**src/rtl/alu_pipe_if.sv**
```systemverilog
// Handshake bundle between an ALU issuer (master) and alu_pipe (slave).
interface alu_pipe_if #(
    parameter int unsigned WIDTH     = 16,
    parameter int unsigned ACC_WIDTH = 2 * WIDTH
);
    logic                 in_valid;
    logic                 in_ready;
    logic [2:0]           alu_op;
    logic [WIDTH-1:0]     in1;
    logic [WIDTH-1:0]     in2;
    logic                 out_valid;
    logic                 out_ready;
    logic [WIDTH-1:0]     alu_out;
    logic [2:0]           flags;
    logic [ACC_WIDTH-1:0] acc_out;

    modport master (output in_valid, alu_op, in1, in2, out_ready,
                    input  in_ready, out_valid, alu_out, flags, acc_out);
    modport slave  (input  in_valid, alu_op, in1, in2, out_ready,
                    output in_ready, out_valid, alu_out, flags, acc_out);
endinterface

```
**src/rtl/alu_pipe.sv**
```systemverilog
// Pipelined signed ALU (ADD/SUB/MUL/MAC/CLRACC/PASS) with valid/ready on both sides.
// Build macro ALU_SAT_EN: overflowing ADD/SUB/MUL/MAC results and the accumulator saturate.
module alu_pipe #(
    parameter int unsigned WIDTH       = 16,
    parameter int unsigned PIPE_STAGES = 2,
    parameter int unsigned ACC_WIDTH   = 2 * WIDTH
) (
    input logic       clk,
    input logic       rst_n,
    alu_pipe_if.slave bus
);
    localparam int unsigned PW = 2 * WIDTH;
    localparam int unsigned XW = ACC_WIDTH + 1 - PW;
`ifdef ALU_SAT_EN
    localparam bit SAT_EN = 1'b1;
`else
    localparam bit SAT_EN = 1'b0;
`endif
    localparam logic [2:0] OP_ADD    = 3'd1;
    localparam logic [2:0] OP_SUB    = 3'd2;
    localparam logic [2:0] OP_MUL    = 3'd3;
    localparam logic [2:0] OP_MAC    = 3'd4;
    localparam logic [2:0] OP_CLRACC = 3'd5;
    localparam logic [2:0] OP_PASS   = 3'd6;
    localparam logic [WIDTH-1:0]     RES_MAX = {1'b0, {(WIDTH-1){1'b1}}};
    localparam logic [WIDTH-1:0]     RES_MIN = {1'b1, {(WIDTH-1){1'b0}}};
    localparam logic [ACC_WIDTH-1:0] ACC_MAX = {1'b0, {(ACC_WIDTH-1){1'b1}}};
    localparam logic [ACC_WIDTH-1:0] ACC_MIN = {1'b1, {(ACC_WIDTH-1){1'b0}}};

    typedef struct packed {
        logic             vld;
        logic [2:0]       op;
        logic [WIDTH-1:0] res;
        logic             ovf;
        logic             neg_true;
        logic [PW-1:0]    prod;
    } slot_t;

    logic                 advance;
    slot_t                front_c;
    slot_t                last_src;
    logic [WIDTH:0]       sum_c;
    logic [WIDTH:0]       dif_c;
    logic [PW-1:0]        prod_c;
    logic [ACC_WIDTH:0]   mac_sum_c;
    logic [ACC_WIDTH-1:0] acc_new_c;
    logic [WIDTH-1:0]     res_c;
    logic                 ovf_c;
    logic                 neg_true_c;
    logic                 beat_c;

    logic                 out_valid_d, out_valid_q;
    logic [WIDTH-1:0]     alu_out_d, alu_out_q;
    logic [2:0]           flags_d, flags_q;
    logic [ACC_WIDTH-1:0] acc_d, acc_q;

    assign advance       = !out_valid_q || bus.out_ready;
    assign bus.in_ready  = advance;
    assign bus.out_valid = out_valid_q;
    assign bus.alu_out   = alu_out_q;
    assign bus.flags     = flags_q;
    assign bus.acc_out   = acc_q;

    // Stage 1 datapath: wrapped result, overflow and sign of the true result.
    always_comb begin
        sum_c  = {bus.in1[WIDTH-1], bus.in1} + {bus.in2[WIDTH-1], bus.in2};
        dif_c  = {bus.in1[WIDTH-1], bus.in1} - {bus.in2[WIDTH-1], bus.in2};
        prod_c = PW'($signed(bus.in1)) * PW'($signed(bus.in2));
        front_c      = '0;
        front_c.vld  = bus.in_valid;
        front_c.op   = bus.alu_op;
        front_c.prod = prod_c;
        case (bus.alu_op)
            OP_ADD: begin
                front_c.res      = sum_c[WIDTH-1:0];
                front_c.ovf      = sum_c[WIDTH] ^ sum_c[WIDTH-1];
                front_c.neg_true = sum_c[WIDTH];
            end
            OP_SUB: begin
                front_c.res      = dif_c[WIDTH-1:0];
                front_c.ovf      = dif_c[WIDTH] ^ dif_c[WIDTH-1];
                front_c.neg_true = dif_c[WIDTH];
            end
            OP_MUL: begin
                front_c.res      = prod_c[WIDTH-1:0];
                front_c.ovf      = prod_c[PW-1:WIDTH-1] != {(WIDTH+1){prod_c[PW-1]}};
                front_c.neg_true = prod_c[PW-1];
            end
            OP_PASS: front_c.res = bus.in1;
            default: ;
        endcase
    end

    // Delay stages between the compute stage and the output stage.
    generate
        if (PIPE_STAGES == 1) begin : g_direct
            assign last_src = front_c;
        end else begin : g_chain
            slot_t dly_d [PIPE_STAGES-1];
            slot_t dly_q [PIPE_STAGES-1];
            always_comb begin
                dly_d[0] = front_c;
                for (int unsigned i = 1; i < PIPE_STAGES - 1; i++) dly_d[i] = dly_q[i-1];
            end
            always_ff @(posedge clk or negedge rst_n) begin
                if (!rst_n) begin
                    for (int unsigned i = 0; i < PIPE_STAGES - 1; i++) dly_q[i] <= '0;
                end else if (advance) begin
                    dly_q <= dly_d;
                end
            end
            assign last_src = dly_q[PIPE_STAGES-2];
        end
    endgenerate

    // Output stage: accumulator ops are applied here so consecutive MACs chain in order.
    always_comb begin
        mac_sum_c  = {acc_q[ACC_WIDTH-1], acc_q} + {{XW{last_src.prod[PW-1]}}, last_src.prod};
        acc_new_c  = mac_sum_c[ACC_WIDTH-1:0];
        res_c      = last_src.res;
        ovf_c      = last_src.ovf;
        neg_true_c = last_src.neg_true;
        if (last_src.op == OP_MAC) begin
            res_c      = mac_sum_c[WIDTH-1:0];
            ovf_c      = mac_sum_c[ACC_WIDTH] ^ mac_sum_c[ACC_WIDTH-1];
            neg_true_c = mac_sum_c[ACC_WIDTH];
        end
        if (SAT_EN && ovf_c) begin
            res_c = neg_true_c ? RES_MIN : RES_MAX;
            if (last_src.op == OP_MAC) acc_new_c = neg_true_c ? ACC_MIN : ACC_MAX;
        end
        beat_c = last_src.vld &&
                 (last_src.op inside {OP_ADD, OP_SUB, OP_MUL, OP_MAC, OP_PASS});

        out_valid_d = out_valid_q;
        alu_out_d   = alu_out_q;
        flags_d     = flags_q;
        acc_d       = acc_q;
        if (advance) begin
            out_valid_d = beat_c;
            if (beat_c) begin
                alu_out_d = res_c;
                flags_d   = {ovf_c, res_c[WIDTH-1], res_c == '0};
            end
            if (last_src.vld && last_src.op == OP_MAC)    acc_d = acc_new_c;
            if (last_src.vld && last_src.op == OP_CLRACC) acc_d = '0;
        end
    end

    always_ff @(posedge clk or negedge rst_n) begin
        if (!rst_n) begin
            out_valid_q <= 1'b0;
            alu_out_q   <= '0;
            flags_q     <= '0;
            acc_q       <= '0;
        end else begin
            out_valid_q <= out_valid_d;
            alu_out_q   <= alu_out_d;
            flags_q     <= flags_d;
            acc_q       <= acc_d;
        end
    end
endmodule

```
**src/flat_wrapper.sv**
```systemverilog
// flat-port wrapper written by rule: the top's interface ports become plain ports
module alu_pipe_flat 
#(
    parameter int unsigned WIDTH       = 16,
    parameter int unsigned PIPE_STAGES = 2,
    parameter int unsigned ACC_WIDTH   = 2 * WIDTH
)
  (clk, rst_n, bus_in_valid, bus_alu_op, bus_in1, bus_in2, bus_out_ready, bus_in_ready, bus_out_valid, bus_alu_out, bus_flags, bus_acc_out);
  alu_pipe_if #(.WIDTH(WIDTH), .ACC_WIDTH(ACC_WIDTH)) bus_i ();
  input logic clk;
  input logic rst_n;
  input wire logic [$bits(bus_i.in_valid)-1:0] bus_in_valid;
  input wire logic [$bits(bus_i.alu_op)-1:0] bus_alu_op;
  input wire logic [$bits(bus_i.in1)-1:0] bus_in1;
  input wire logic [$bits(bus_i.in2)-1:0] bus_in2;
  input wire logic [$bits(bus_i.out_ready)-1:0] bus_out_ready;
  output wire logic [$bits(bus_i.in_ready)-1:0] bus_in_ready;
  output wire logic [$bits(bus_i.out_valid)-1:0] bus_out_valid;
  output wire logic [$bits(bus_i.alu_out)-1:0] bus_alu_out;
  output wire logic [$bits(bus_i.flags)-1:0] bus_flags;
  output wire logic [$bits(bus_i.acc_out)-1:0] bus_acc_out;
  assign bus_i.in_valid = bus_in_valid;
  assign bus_i.alu_op = bus_alu_op;
  assign bus_i.in1 = bus_in1;
  assign bus_i.in2 = bus_in2;
  assign bus_i.out_ready = bus_out_ready;
  assign bus_in_ready = bus_i.in_ready;
  assign bus_out_valid = bus_i.out_valid;
  assign bus_alu_out = bus_i.alu_out;
  assign bus_flags = bus_i.flags;
  assign bus_acc_out = bus_i.acc_out;
  alu_pipe #(.WIDTH(WIDTH), .PIPE_STAGES(PIPE_STAGES), .ACC_WIDTH(ACC_WIDTH)) u_core (.clk(clk), .rst_n(rst_n), .bus(bus_i));
endmodule
```
**config.mk**
```make
export PLATFORM = sky130hd
export DESIGN_NAME = alu_pipe_flat
export DESIGN_NICKNAME = d
export VERILOG_FILES = /design/src/rtl/alu_pipe_if.sv /design/src/rtl/alu_pipe.sv /design/src/flat_wrapper.sv
export SDC_FILE = /design/constraint.sdc
export NUM_CORES = 1
export LEC_CHECK = 0
export CORE_MARGIN = 1
export CORE_UTILIZATION = 65
export CTS_BUF_LIST = sky130_fd_sc_hd__clkbuf_8
export DETAILED_ROUTE_END_ITERATION = 6
export PLACE_DENSITY = 0.95
export REMOVE_ABC_BUFFERS = 1
export SYNTH_ARGS = -nofsm -noshare
export SYNTH_HDL_FRONTEND = slang
export SYNTH_SLANG_ARGS = --single-unit
export TNS_END_PERCENT = 5
```
**constraint.sdc**
```tcl
create_clock -name clk -period 4.27 [get_ports clk]
set_input_delay 0.854 -clock clk [delete_from_list [all_inputs] [get_ports clk]]
set_output_delay 0.854 -clock clk [all_outputs]
set_load 0.05 [all_outputs]
```
==> run_results.csv, run 1 <==
group,metric,value,unit
logic_synthesis,synthArstFlopShare,100.0,%
logic_synthesis,synth_seq_cells,104,
timing,worstEndpointGrtRepair,"u_core.g_chain.dly_q[33]$_DFFE_PN0P_/D",
place,place.gp.congestion,1.044,
logic_synthesis,synth_cells,1965,
logic_synthesis,yosysSeqAreaShare,15.02,%
global_routing,grt_max_degree,84,
global_routing,grt_overflow,46,
logic_synthesis,yosysTopAreaCellShare,30.61,%
die,io_pins,92,
place,io_buffers,91,
cts,ctsHtreeMaxLevel,3,
cts,clockBufferDepth,2,
run_status,error_line,"[ERROR GRT-0232] Routing congestion too high. Check the congestion heatmap in the GUI.",
place,dp_hpwl,45640,um
logic_synthesis,synth.top_cells.by_count,"inv_1, fa_1, nand2_1",
cts,cts-root-buf,"clkbuf_8",
run_status,lastStage,"5_1_grt",
logic_synthesis,synth_area_per_cell,8.820,um2
place,place_ws,-3.515,ns
cts,holdBufCountCts,0,
logic_synthesis,synth_top_area_cell,"fa_1",
timing,worst-ep-kind,"register data pin",
die,die_w,165.3,um
logic_synthesis,synth_cell_types,76,
logic_synthesis,synth_edf_count,0,
die,die_h,165.3,um
die,start_util,66.32,%
die,num_rows,59,
global_routing,grt_use_total,73.88,%
logic_synthesis,netlist_area,17330,um2
logic_synthesis,yosysMostFrequentCell,"inv_1",
run_status,status,"aborted with a tool error",
logic_synthesis,ys.flop_type,"dfrtp_1",
cts,cts_sinks,104,
logic_synthesis,synth.area.top_cells,"fa_1, dfrtp_1, ha_1",
cts,cts_buffers,9,
logic_synthesis,yosysWarnings,0,
## metal layers
layer | track usage [%] | GRT overflow
met1 | 72.00 | 1
met4 | 70.89 | 13
met2 | 89.10 | 32
met5 | 27.84 | 0
met3 | 64.54 | 0
## stage by stage
step | instance area (um2) | hold WS (ns) | instances
CTS | 21300 | 0.4919 | 2623
global placement | 20410 | 0.4623 | 2579
floorplan | 17030 | 0.4418 | 1885
detailed placement | 20410 | 0.4694 | 2579
## repair_timing
action,4_1_cts
pin swaps,85
buffers inserted,29
resized for setup,246
cloned,1
endpoints found under the setup margin,39
## cell families after synthesis
group,count (synthesis),share of synthesized area [%]
and+or+nand+nor,561,15.11
buffers and inverters,443,9.624
muxes,18,1.061
DFF,104,15.02
adders and majority gates,412,41.22
xor gates and xnor gates,67,3.386
AOI/OAI and AO/OA,360,14.58
==> inputs of run 2 (changes only) <==
--- a/config.mk
+++ b/config.mk
@@ -6,10 +6,9 @@
 export NUM_CORES = 1
 export LEC_CHECK = 0
 export CORE_MARGIN = 1
-export CORE_UTILIZATION = 65
-export CTS_BUF_LIST = sky130_fd_sc_hd__clkbuf_8
+export CORE_UTILIZATION = 40
 export DETAILED_ROUTE_END_ITERATION = 6
-export PLACE_DENSITY = 0.95
+export PLACE_DENSITY_LB_ADDON = 0.15
 export REMOVE_ABC_BUFFERS = 1
 export SYNTH_ARGS = -nofsm -noshare
 export SYNTH_HDL_FRONTEND = slang
==> run 2 against run 1 <==
Compared with the run above:
- the flow now finishes, with violations (negative setup slack)
- synthesized area unchanged
- synthesized cell count unchanged
==> run_results.csv, run 2 <==
group,metric,value,unit
run_status,status,"complete, but fails checks",
run_status,violations,"negative setup slack",
global_routing,grt_use_total,24.64,%
cells_and_area,area_growth,30.32,%
critical_path,critPathKind,"input port to flop",
die,die_h,210.2,um
timing,worst_slack,-2.414,ns
logic_synthesis,yosysWarnings,0,
timing,fin_crit,6.684,ns
routing,route.antenna.remaining_nets,0,
timing,drv_slew,0,
min_path,hold_path_depth,2,
logic_synthesis,synth_top_area_cell,"fa_1",
cells_and_area,layout-drive-gt1-share,23.80,%
cells_and_area,largest_reg_flops,53,
logic_synthesis,synth_cell_types,76,
min_path,hold_start,"u_core.g_chain.dly_q[29]$_DFFE_PN0P_",
cells_and_area,antennaDiodeCount,0,
logic_synthesis,synthArstFlopShare,100.0,%
timing,max_slew.worst_pin.slew,0.8830,ns
place,place.gp.congestion,0.9083,
run,cap_violations,0,
logic_synthesis,ys.flop_type,"dfrtp_1",
critical_path,r2r_slack,0.93,ns
global_routing,antenna_found_initial,0,
logic_synthesis,netlist_area,17330,um2
timing,skew,0.01146,ns
cells_and_area,num-nets-final,2786,
cells_and_area,fin_area,22580,um2
place,place_inst,2858,
global_routing,grt_max_degree,69,
routing,drt_iter0_drc,862,
die,die_w,210.2,um
critical_path,crit_path_start_kind,"input port",
cts,cts.clk_slew.worst_paths,0.08,ns
min_path,min_to,"u_core.g_chain.dly_q[29]$_DFFE_PN0P_",
timing,relSlewSlack,41.13,%
logic_synthesis,yosysTopAreaCellShare,30.61,%
cts,clk_latency,0.36,ns
global_routing,grt_pass1_wl,85800,um
routing,drt_pass1_iterations,5,
logic_synthesis,yosysSeqAreaShare,15.02,%
critical_path,crit_start,"bus_in1[15]",
global_routing,grt_pass1_vias,15980,
routing,viasPerCell,5.040,
routing,finalWirelength,51610,um
cells_and_area,fin_util,53.36,%
die,io_pins,92,
min_path,hold_class,"flop to flop",
cells_and_area,mostFrequentLayoutCell,"inv_1",
timing,rsz0062_at_grt,"true",
timing,min_period_over_period,156.5,%
critical_path,critPathCaptureType,"flop",
die,num_rows,75,
critical_path,reg2reg_depth,14,
cells_and_area,regMostFlops,"u_core.g_chain.dly_q",
cts,cts_tree,"yes",
routing,vias,14700,
place,place_area,21030,um2
critical_path,r2r-end,"u_core.bus.acc_out[30]$_DFFE_PN0P_",
cts,cts-root-buf,"clkbuf_16",
routing,drc,0,
timing,hold_violations,0,
place,io_buffers,91,
timing,tns,-56.05,ns
logic_synthesis,synth.top_cells.by_count,"inv_1, fa_1, nand2_1",
logic_synthesis,synth_edf_count,0,
critical_path,path_max_fanout,5,
cts,cts_buffers,9,
routing,wl_per_cell,17.69,um
die,core-area,42320,um2
critical_path,rr_startpoint,"u_core.bus.acc_out[0]$_DFFE_PN0P_",
cts,clockBufferDepth,2,
timing,setup_violations,38,
timing,fmax,0.1496,GHz
logic_synthesis,yosysMostFrequentCell,"inv_1",
critical_path,required,4.51,ns
cts,cts_sinks,104,
logic_synthesis,synth.area.top_cells,"fa_1, dfrtp_1, ha_1",
cells_and_area,final_cells,2917,
die,start_util,40.95,%
logic_synthesis,synth_area_per_cell,8.820,um2
cells_and_area,layout_common_cells,"inv_1, buf_4, nand2_1, fa_1, ha_1",
place,dp_hpwl,43210,um
die,die-area,44160,um2
critical_path,cp.arrival,6.93,ns
logic_synthesis,synth_seq_cells,104,
global_routing,grt_overflow,0,
cts,ctsHtreeMaxLevel,3,
logic_synthesis,synth_cells,1965,
## run 2: cell counts after synthesis
No cell type changed its count.
## run 2: critical path, cell delays in order
cell,delay [ns]
dlygate4sd2_1,0.26
buf_6,0.13
nand2_2,0.08
inv_1,0.08
fa_2,0.68
fa_1,0.47
fa_1,0.50
fa_1,0.51
fa_1,0.50
inv_1,0.05
fa_1,0.51
inv_1,0.08
ha_4,0.22
a21oi_1,0.19
o21ai_2,0.10
a31oi_4,0.27
nand2_2,0.11
buf_4,0.15
buf_4,0.14
xor2_4,0.16
nor2_1,0.09
and4bb_1,0.21
nand4_1,0.10
nor3_1,0.17
and4_1,0.24
o31ai_2,0.06
## run 2: how the worst max path moves through the flow
stage | to | slack [ns] | depth (start not counted)
after floorplan | u_core.bus.flags[2]$_DFFE_PN0P_ | -2.81 | 8
after global placement | u_core.g_chain.dly_q[33]$_DFFE_PN0P_ | -3.29 | 24
after detailed placement | u_core.g_chain.dly_q[33]$_DFFE_PN0P_ | -3.37 | 24
after CTS | u_core.g_chain.dly_q[33]$_DFFE_PN0P_ | -2.55 | 23
after global routing | u_core.g_chain.dly_q[33]$_DFFE_PN0P_ | -2.67 | 24
final | u_core.g_chain.dly_q[33]$_DFFE_PN0P_ | -2.41 | 26
## run 2: per-stage QoR
step	hold WS, ns	setup slack [ns]
global placement	0.4596	-3.286
finish	0.4808	-2.414
detailed placement	0.4654	-3.374
floorplan	0.4418	-2.810
global route	0.5035	-2.670
CTS	0.4821	-2.546
## run 2: per-layer routing
metal | vias up | part of all wire (%) | GRT usage (%)
met4 | 0 | 2.4 | 6.771
met1 | 7293 | 45 | 32.62
met2 | 285 | 49 | 43.49
met3 | 72 | 2.7 | 1.564
li1 | 7051 | - | -
met5 | - | 0 | 0
## run 2: cells by family after synthesis
kind of cell    share of synthesized area (%)
compound gates                          14.58
simple gates                            15.11
xor+xnor                                3.386
fa+ha+maj                               41.22
mux                                     1.061
buf+inv                                 9.624
flops                                   15.02
## run 2: layout make-up
type	instances	area (um2)
multi-input combinational	1418	13820
clock buffer	9	225.2
timing repair buffer	439	3764
inverter	363	1363
sequential	104	2603
tap	577	721.9
fill	3980	19740
clock inverter	7	86.33
## run 2: what timing repair did
| item | CTS | global route |
|---|---|---|
| setup buffers | 40 | 0 |
| pin swaps | 100 | 30 |
| hold endpoints to repair | 0 | 0 |
| hold buffers | 0 | 0 |
| resized for setup | 282 | 27 |
| cloned | 4 | 0 |
| setup endpoints to repair | 40 | 39 |
Power of run 2 is not shown: default switching activity piles up to over one toggle a cycle in this logic, so the estimate is an artifact.
==> inputs of run 3 (changes only) <==
--- a/config.mk
+++ b/config.mk
@@ -8,6 +8,7 @@
 export CORE_MARGIN = 1
 export CORE_UTILIZATION = 40
 export DETAILED_ROUTE_END_ITERATION = 6
+export GPL_TIMING_DRIVEN = 0
 export PLACE_DENSITY_LB_ADDON = 0.15
 export REMOVE_ABC_BUFFERS = 1
 export SYNTH_ARGS = -nofsm -noshare
==> run 3 against run 2 <==
Compared with the run above:
- the run still ends with negative setup slack left
- routed wire length fell by 6.3%
- clock skew about the same
- sequential share of layout area up 0.98 points
- cell count decreased by 9.4%
- worst hold slack got worse by 0.0061 ns
- register-to-register slack worse by 0.02 ns
- largest cell class unchanged
- highest routed layer unchanged
==> run_results.csv, run 3 (same netlist as run 2, synthesis figures left out) <==
group,metric,value,unit
run_status,status,"complete, but fails checks",
run_status,violations,"negative setup slack",
critical_path,path_max_fanout,8,
cts,clockBufferDepth,2,
place,place_inst,2559,
cells_and_area,num-nets-final,2512,
cts,cts_tree,"yes",
cts,cts.clk_slew.worst_paths,0.08,ns
timing,fin_crit,6.753,ns
global_routing,met1_usage,31.25,%
die,die_w,210.2,um
cells_and_area,final_cells,2643,
routing,finalWirelength,48330,um
timing,rsz0062_at_grt,"true",
place,io_buffers,91,
timing,worst_slack,-2.483,ns
run,cap_violations,0,
cells_and_area,layout_common_cells,"inv_1, fa_1, nand2_1, ha_1, dfrtp_1",
critical_path,crit_path_start_kind,"input port",
routing,wl_per_cell,18.29,um
die,start_util,40.95,%
global_routing,grt-busiest-layer,"met2",
global_routing,grt_pass1_wl,79170,um
cells_and_area,area.sequential,2603,um2
cells_and_area,largest_reg_flops,53,
global_routing,grt_util_met3,1.698,%
timing,fmax,0.1481,GHz
global_routing,antenna_found_initial,0,
die,die_h,210.2,um
timing,hold_violations,0,
place,dp_hpwl,37760,um
timing,min_period_over_period,158.1,%
critical_path,cp.arrival,6.99,ns
routing,drt_pass1_iterations,5,
min_path,hold_class,"flop to flop",
cts,cts-root-buf,"clkbuf_16",
place,place.gp.congestion,0.9028,
timing,drv_slew,0,
cells_and_area,layout-drive-gt1-share,13.89,%
critical_path,critPathCaptureType,"flop",
global_routing,grt_overflow,0,
cts,holdBufCountCts,0,
cells_and_area,mostFrequentLayoutCell,"inv_1",
cells_and_area,n_fill_cell,4083,
routing,viasPerCell,5.218,
global_routing,grt_util_met2,38.80,%
routing,drc,0,
cts,clk_latency,0.36,ns
routing,route.antenna.remaining_nets,0,
global_routing,grt_use_total,22.77,%
timing,skew,0.01131,ns
timing,max_slew.worst_pin.slew,1.151,ns
die,io_pins,92,
cells_and_area,regMostFlops,"u_core.g_chain.dly_q",
cts,ctsHtreeMaxLevel,3,
cells_and_area,multiInputGateArea,13900,um2
cts,cts_buffers,9,
cells_and_area,antennaDiodeCount,0,
cts,cts_sinks,104,
timing,relSlewSlack,23.02,%
timing,setup_violations,36,
critical_path,required,4.51,ns
global_routing,grt_pass1_vias,14660,
cells_and_area,area_growth,20.09,%
die,num_rows,75,
die,core-area,42320,um2
die,die-area,44160,um2
critical_path,critPathKind,"input port to flop",
routing,vias,13790,
routing,drt_iter0_drc,839,
global_routing,grt_max_degree,55,
[run 3: stage by stage]
stage	worst slack (ns)	setup TNS, ns	utilization (%)	hold slack [ns]	instance area [um2]
5_1_grt	-2.673	-54.55	49.17	0.5022	20810
6_report	-2.483	-47.47	49.17	0.4747	20810
2_1_floorplan	-2.810	-179.66	-	0.4418	17030
4_1_cts	-2.379	-48.56	47.78	0.4806	20220
3_3_place_gp	-6.753	-672.39	44.09	0.4618	18660
3_5_place_dp	-4.529	-141.15	44.34	0.4621	18770
[run 3: path summary, 6_finish.rpt]
path                       slack, ns                                    to  cells after the start                                  from
min reg2reg                     0.47  u_core.g_chain.dly_q[12]$_DFFE_PN0P_                      2  u_core.g_chain.dly_q[12]$_DFFE_PN0P_
max                            -2.48  u_core.g_chain.dly_q[33]$_DFFE_PN0P_                     22                            bus_in1[5]
min                             0.47  u_core.g_chain.dly_q[12]$_DFFE_PN0P_                      2  u_core.g_chain.dly_q[12]$_DFFE_PN0P_
min in group asynchronous       0.54     u_core.bus.acc_out[0]$_DFFE_PN0P_                      1                                 rst_n
max in group asynchronous       3.03    u_core.bus.acc_out[14]$_DFFE_PN0P_                      2                                 rst_n
max reg2reg                     0.91    u_core.bus.acc_out[30]$_DFFE_PN0P_                     14     u_core.bus.acc_out[0]$_DFFE_PN0P_
[run 3: final cells by class]
cell class	instances	area share [%]
multi-input cells	1418	66.78
flip-flops and latches	104	12.51
repair buffers	165	8.952
inverters	363	6.667
well taps	577	3.469
clock buffers	9	1.082
clock inverters	7	0.5471
[run 3: layer usage]
layer  vias to the layer above  part of all wire, %
met1                      6921                   45
li1                       6507                    -
met4                         0                  2.1
met5                         -                    0
met2                       316                   48
met3                        48                  3.9
[run 3: what timing repair did]
action	CTS	global route
buffers inserted	39	30
pin swaps	74	84
gates resized for setup	387	78
endpoints found under the setup margin	60	38
[run 3: worst max-delay path: stages]
cell	delay, ns
buf_16	0.13
buf_4	0.15
and2_1	0.15
fa_1	0.53
inv_1	0.05
fa_1	0.40
fa_1	0.54
inv_1	0.04
ha_1	0.29
fa_1	0.54
fa_1	0.44
ha_2	0.41
o21ai_0	0.12
o21bai_2	0.22
o21ai_0	0.22
o31ai_1	0.33
xor2_1	0.44
nand4b_1	0.23
nor4_4	0.29
nand4b_1	0.15
nor4_2	0.36
o31ai_2	0.10
Power of run 3 is left out for the same reason.
==> inputs of run 4 (changes only) <==
--- a/config.mk
+++ b/config.mk
@@ -5,6 +5,8 @@
 export SDC_FILE = /design/constraint.sdc
 export NUM_CORES = 1
 export LEC_CHECK = 0
+export ABC_AREA = 1
+export CAP_MARGIN = 20
 export CORE_MARGIN = 1
 export CORE_UTILIZATION = 40
 export DETAILED_ROUTE_END_ITERATION = 6
==> run 4 against run 3 <==
Compared with the run above:
- the flow finishes with violations (design-rule violations, negative setup slack)
- global-route usage grew 1.7 points
- critical path depth is 9 higher
- sequential share of layout area down 0.87 points
- sequential cell count did not move
- non-clock buffer count shrank 33
- critical path type unchanged
==> run_results.csv, run 4 <==
group,metric,value,unit
timing,fin_crit,6.268,ns
cells_and_area,multiInputGateArea,14560,um2
die,num_rows,79,
global_routing,grt_max_degree,56,
run_status,status,"complete, but fails checks",
critical_path,critPathCaptureType,"flop",
logic_synthesis,yosysMostFrequentCell,"nand2_1",
cells_and_area,area_growth,17.39,%
timing,worst_slack,-1.998,ns
timing,rsz0062_at_grt,"true",
timing,tns,-35.71,ns
cells_and_area,largest_reg_flops,53,
timing,relSlewSlack,37.21,%
timing,max_slew.worst_pin.slew,0.9383,ns
logic_synthesis,synth_top_area_cell,"fa_1",
routing,drc,14,
routing,vias,16810,
timing,min_period_over_period,146.8,%
cts,ctsHtreeMaxLevel,3,
cts,clk_latency,0.36,ns
cts,cts_tree,"yes",
die,core-area,46750,um2
cells_and_area,antennaDiodeCount,0,
global_routing,grt_pass1_vias,17400,
cts,cts_buffers,9,
critical_path,required,4.51,ns
cts,cts_sinks,104,
global_routing,grt_use_total,24.42,%
routing,drt_pass1_iterations,7,
critical_path,crit_top_cell,"nand2_1",
timing,fmax,0.1596,GHz
min_path,hold_class,"flop to flop",
critical_path,crit_slowest_cell,"fa_2",
routing,drt_iter0_drc,1029,
run_status,violations,"design-rule violations, negative setup slack",
place,io_buffers,91,
routing,finalWirelength,56770,um
logic_synthesis,synth_edf_count,0,
logic_synthesis,synth_cell_types,53,
cells_and_area,regMostFlops,"u_core.g_chain.dly_q",
cells_and_area,area.sequential,2603,um2
routing,wl_per_cell,16.82,um
logic_synthesis,synth.area.top_cells,"fa_1, nand2_1, dfrtp_1",
cells_and_area,mostFrequentLayoutCell,"nand2_1",
cells_and_area,layout_common_cells,"nand2_1, inv_1, fa_1, o21ai_0, ha_1",
global_routing,grt_pass1_wl,93030,um
place,place.gp.congestion,0.9530,
die,die-area,48530,um2
logic_synthesis,yosysWarnings,0,
cts,cts.clk_slew.worst_paths,0.07,ns
run,cap_violations,0,
critical_path,critPathKind,"input port to flop",
logic_synthesis,ys.flop_type,"dfrtp_1",
cts,clockBufferDepth,2,
die,io_pins,92,
logic_synthesis,synth_seq_cells,104,
timing,skew,0.01235,ns
timing,setup_violations,34,
logic_synthesis,synth_cells,2708,
cells_and_area,num-nets-final,3215,
critical_path,cp.arrival,6.51,ns
logic_synthesis,yosysSeqAreaShare,13.65,%
place,dp_hpwl,45700,um
cts,cts-root-buf,"clkbuf_16",
logic_synthesis,yosysTopAreaCellShare,27.83,%
die,start_util,40.77,%
die,die_h,220.3,um
die,die_w,220.3,um
logic_synthesis,synth_area_per_cell,7.039,um2
timing,drv_slew,0,
routing,route.antenna.remaining_nets,0,
cells_and_area,layout-drive-gt1-share,10.51,%
cells_and_area,n_fill_cell,4777,
logic_synthesis,netlist_area,19060,um2
logic_synthesis,synthArstFlopShare,100.0,%
timing,hold_violations,0,
routing,viasPerCell,4.978,
critical_path,critPathMaxStageDelay,0.62,ns
logic_synthesis,synth.top_cells.by_count,"nand2_1, inv_1, fa_1",
global_routing,antenna_found_initial,0,
cells_and_area,fin_util,47.86,%
critical_path,crit_path_start_kind,"input port",
global_routing,grt_overflow,0,
place,place_ws,-4.311,ns
critical_path,path_max_fanout,14,
run 4: timing repair:
action | CTS | global route
gates cloned | 5 | 0
resized for setup | 385 | 115
setup buffers | 14 | 20
hold buffers | 0 | 0
setup endpoints to repair | 41 | 36
pin swaps | 26 | 65
run 4: final timing paths:
check                                                    startpoint                                   end  slack [ns]  cells past startpoint
max in group asynchronous                                     rst_n    u_core.bus.acc_out[19]$_DFFE_PN0P_        3.04                      2
worst min register to register  u_core.g_chain.dly_q[3]$_DFFE_PN0P_   u_core.g_chain.dly_q[3]$_DFFE_PN0P_        0.48                      2
worst min-delay path            u_core.g_chain.dly_q[3]$_DFFE_PN0P_   u_core.g_chain.dly_q[3]$_DFFE_PN0P_        0.48                      2
min in group asynchronous                                     rst_n     u_core.bus.alu_out[0]$_DFFE_PN0P_        0.53                      1
worst max-delay path                                    bus_in1[15]  u_core.g_chain.dly_q[33]$_DFFE_PN0P_       -2.00                     31
worst max register to register    u_core.bus.acc_out[0]$_DFFE_PN0P_    u_core.bus.acc_out[24]$_DFFE_PN0P_        1.38                     18
run 4: critical path, delay by kind of cell:
| kind | cells | cell delay, ns |
|---|---|---|
| simple gates | 16 | 1.46 |
| fa+ha+maj | 7 | 3.35 |
| buf+inv | 6 | 0.52 |
| compound gates | 2 | 0.32 |
run 4: logic make-up after synthesis:
kind of cell	after synthesis	synth area share [%]
flops	104	13.65
xor+xnor	30	1.378
mux	2	0.1050
simple gates	1074	22.93
buf+inv	774	15.38
fa+ha+maj	412	37.48
compound gates	312	9.078
run 4: cell type report:
cell class	instances	share of cell area [%]
multi-input combinational	1835	65.07
timing repair buffer	132	7.045
inverter	682	11.47
sequential	104	11.63
tap	607	3.394
clock inverter	7	0.3802
clock buffer	9	1.006
run 4: routing by layer:
metal	GRT usage (%)	routed length (um)
met5	0	0
met2	43.15	27840
met3	1.113	1926
met4	5.057	922
met1	33.10	26080
run 4: per-stage QoR:
step	instance area (um2)	hold WS [ns]	cells
2_1_floorplan	18690	0.4437	2616
3_3_place_gp	20360	0.4640	3314
3_5_place_dp	20470	0.4671	3320
4_1_cts	21750	0.4866	3355
5_1_grt	22380	0.5056	3376
6_report	22380	0.4821	3376
Power of run 4 is left out for the same reason.
==> RTL edit: new RTL, config.mk and constraints of run 4 <==
Change the localparam `SAT_EN` from 1'b0 to 1'b1.
--- a/src/rtl/alu_pipe.sv
+++ b/src/rtl/alu_pipe.sv
@@ -14,7 +14,7 @@
 `ifdef ALU_SAT_EN
     localparam bit SAT_EN = 1'b1;
 `else
-    localparam bit SAT_EN = 1'b0;
+    localparam bit SAT_EN = 1'b1;
 `endif
     localparam logic [2:0] OP_ADD    = 3'd1;
     localparam logic [2:0] OP_SUB    = 3'd2;
Function: changed (Yosys sat finds a counterexample within 4 cycles, from zero or initial values and one cycle with rst_n low).
==> RTL edit against run 4 <==
The flow finishes with violations (negative setup slack); first-iteration DRC count fell by 1.1%; utilization barely moved; synthesized cell count up 3.4%; final area rose by 2.7%; die area is 2.9% higher; sequential cell count is 1 higher; setup slack gained 29 ps; final cell count grew 3.3%; wire length is 1.6% higher; area after synthesis is 2.9% higher; largest cell class unchanged.
Power is left out: the tool's default activity adds up to more than one toggle a clock period on the data nets, which glitch-free logic cannot reach.
==> RTL edit: results (changes against run 4) <==
stage	metric	value	unit	change
routing	drtIter0Drc	1018		was 1029
logic_synthesis	synth_ff_type	dfrtp_1		unchanged
logic_synthesis	ys_top_cells_by_count	nand2_1 (831), inv_1 (705), fa_1 (265), ha_1 (147), o21ai_0 (133)		was nand2_1 (780), inv_1 (677), fa_1 (265), ha_1 (147), o21ai_0 (147)
worst_setup_path	crit_fanout	7		was 14
worst_setup_path	crit_slowest_cell	fa_2		unchanged
outcome	violations	negative setup slack		was design-rule violations, negative setup slack
global_route	grt_use_total	23.9	%	was 24.4%
global_route	grt_antenna_before_repair	0		unchanged
global_route	grt_pass1_vias	17700		was 17400
worst_setup_path	max_stage_delay	550	ps	was 620 ps
worst_hold_path	hp-start	u_core.g_chain.dly_q[34]		was u_core.g_chain.dly_q[3]
logic_synthesis	yosysWarningCount	0		unchanged
timing	skew	15.1	ps	was 12.3 ps
finish	antennaDiodeCount	0		unchanged
timing	finalWorstSetupSlack	-1970	ps	was -2000 ps
clocking	clkTransAtPathRegs	70	ps	about the same
clocking	clock_path_buffers	2		unchanged
finish	regMostFlops	u_core.g_chain.dly_q		unchanged
worst_hold_path	hold_class	reg2reg		unchanged
finish	drive_above_1_share	11.6	%	was 10.5%
logic_synthesis	synth.area.top_cells	fa_1 (27%), nand2_1 (16%), inv_1 (13%)		was fa_1 (28%), nand2_1 (15%), dfrtp_1 (14%)
worst_setup_path	r2r_start	u_core.bus.acc_out[0]		unchanged
logic_synthesis	async_flop_share	100	%	unchanged
global_route	grt_start_max_net_pins	62		was 56
clocking	htreeDepth	3		unchanged
finish	final_nets	3320		was 3215
worst_setup_path	crit_path_start	bus_in2[15]		was bus_in1[15]
clocking	cts-root-buf	clkbuf_16		unchanged
logic_synthesis	synthDistinctLibCells	48		was 53
global_route	grt_pass1_wl	94.3	mm	was 93.0 mm
routing	first_pass_iters	6		was 7
timing	setup_viol	37		was 34
timing	worst_pin_slew	864	ps	was 938 ps
routing	vias_per_cell	4.92		was 4.98
clocking	clock_latency	360	ps	about the same
outcome	status	finished, violations left		unchanged
place	place.gp.congestion	0.948		was 0.953
clocking	cts_buffers	9		unchanged
routing	post_drt_wl_per_cell	16.5	um	was 16.8 um
finish	largest_reg_flops	54		was 53
timing	fin_setup_tns	-40030	ps	was -35710 ps
logic_synthesis	ys_seq_area_share	13.4	%	was 13.7%
place	hpwlAfterDp	47.2	mm	was 45.7 mm
worst_setup_path	critPathArrivalTime	6490	ps	was 6510 ps
place	portBuffers	91		unchanged
[RTL edit: timing repair]
item                                    4_1_cts  5_1_grt
endpoints found under the setup margin       41       37
pin swaps                                    49       25
hold buffers                                  0        0
setup buffers                                41        8
gates cloned                                  4        0
resized for setup                           429       55
[RTL edit: layout make-up]
cell class	instances	area (um2)
multi-input cells	1893	14900
repair buffers	150	1690
clock inverters	6	70.1
inverters	710	2680
fillers	4900	25100
well taps	615	769
flip-flops and latches	105	2630
clock buffers	10	239
[RTL edit: critical path: cells and delay by family]
| kind | cells | cell delay [ps] |
|---|---|---|
| simple gates | 17 | 1760 |
| fa+ha+maj | 7 | 3190 |
| buf+inv | 7 | 700 |
[RTL edit: final timing paths]
check	to	slack, ps	cells after the start
max	u_core.g_chain.dly_q[33]	-1970	31
min	u_core.g_chain.dly_q[34]	490	2
max reg2reg	u_core.bus.acc_out[19]	770	17
min reg2reg	u_core.g_chain.dly_q[34]	490	2
max in group asynchronous	u_core.g_chain.dly_q[26]	3060	2
min in group asynchronous	u_core.bus.acc_out[1]	510	1
[RTL edit: kinds of logic after synthesis]
family | Yosys count | share of synthesized area, %
compound gates | 300 | 9.05
xor+xnor | 43 | 1.92
fa+ha+maj | 412 | 36.4
buf+inv | 804 | 15.6
flops | 105 | 13.4
simple gates | 1135 | 23.6
[RTL edit: stage by stage]
step / util, % / instances / worst slack, ps / area, um2 / hold WS, ps
6_report: 47.8 / 3489 / -1970 / 23000 / 486
5_1_grt: 47.8 / 3489 / -2230 / 23000 / 520
4_1_cts: 47.2 / 3480 / -1970 / 22700 / 487
3_5_place_dp: 43.8 / 3419 / -4180 / 21000 / 468
3_3_place_gp: 43.5 / 3411 / -4130 / 20900 / 464
2_1_floorplan: - / 2705 / -2140 / 19200 / 448
[RTL edit: metal layers]
metal	up-vias	share of wire [%]	track usage, %
met5	-	0	0
met4	0	2.1	5.48
met3	65	3.7	1.70
met2	382	49	42.4
met1	8246	45	31.7
li1	8469	-	-
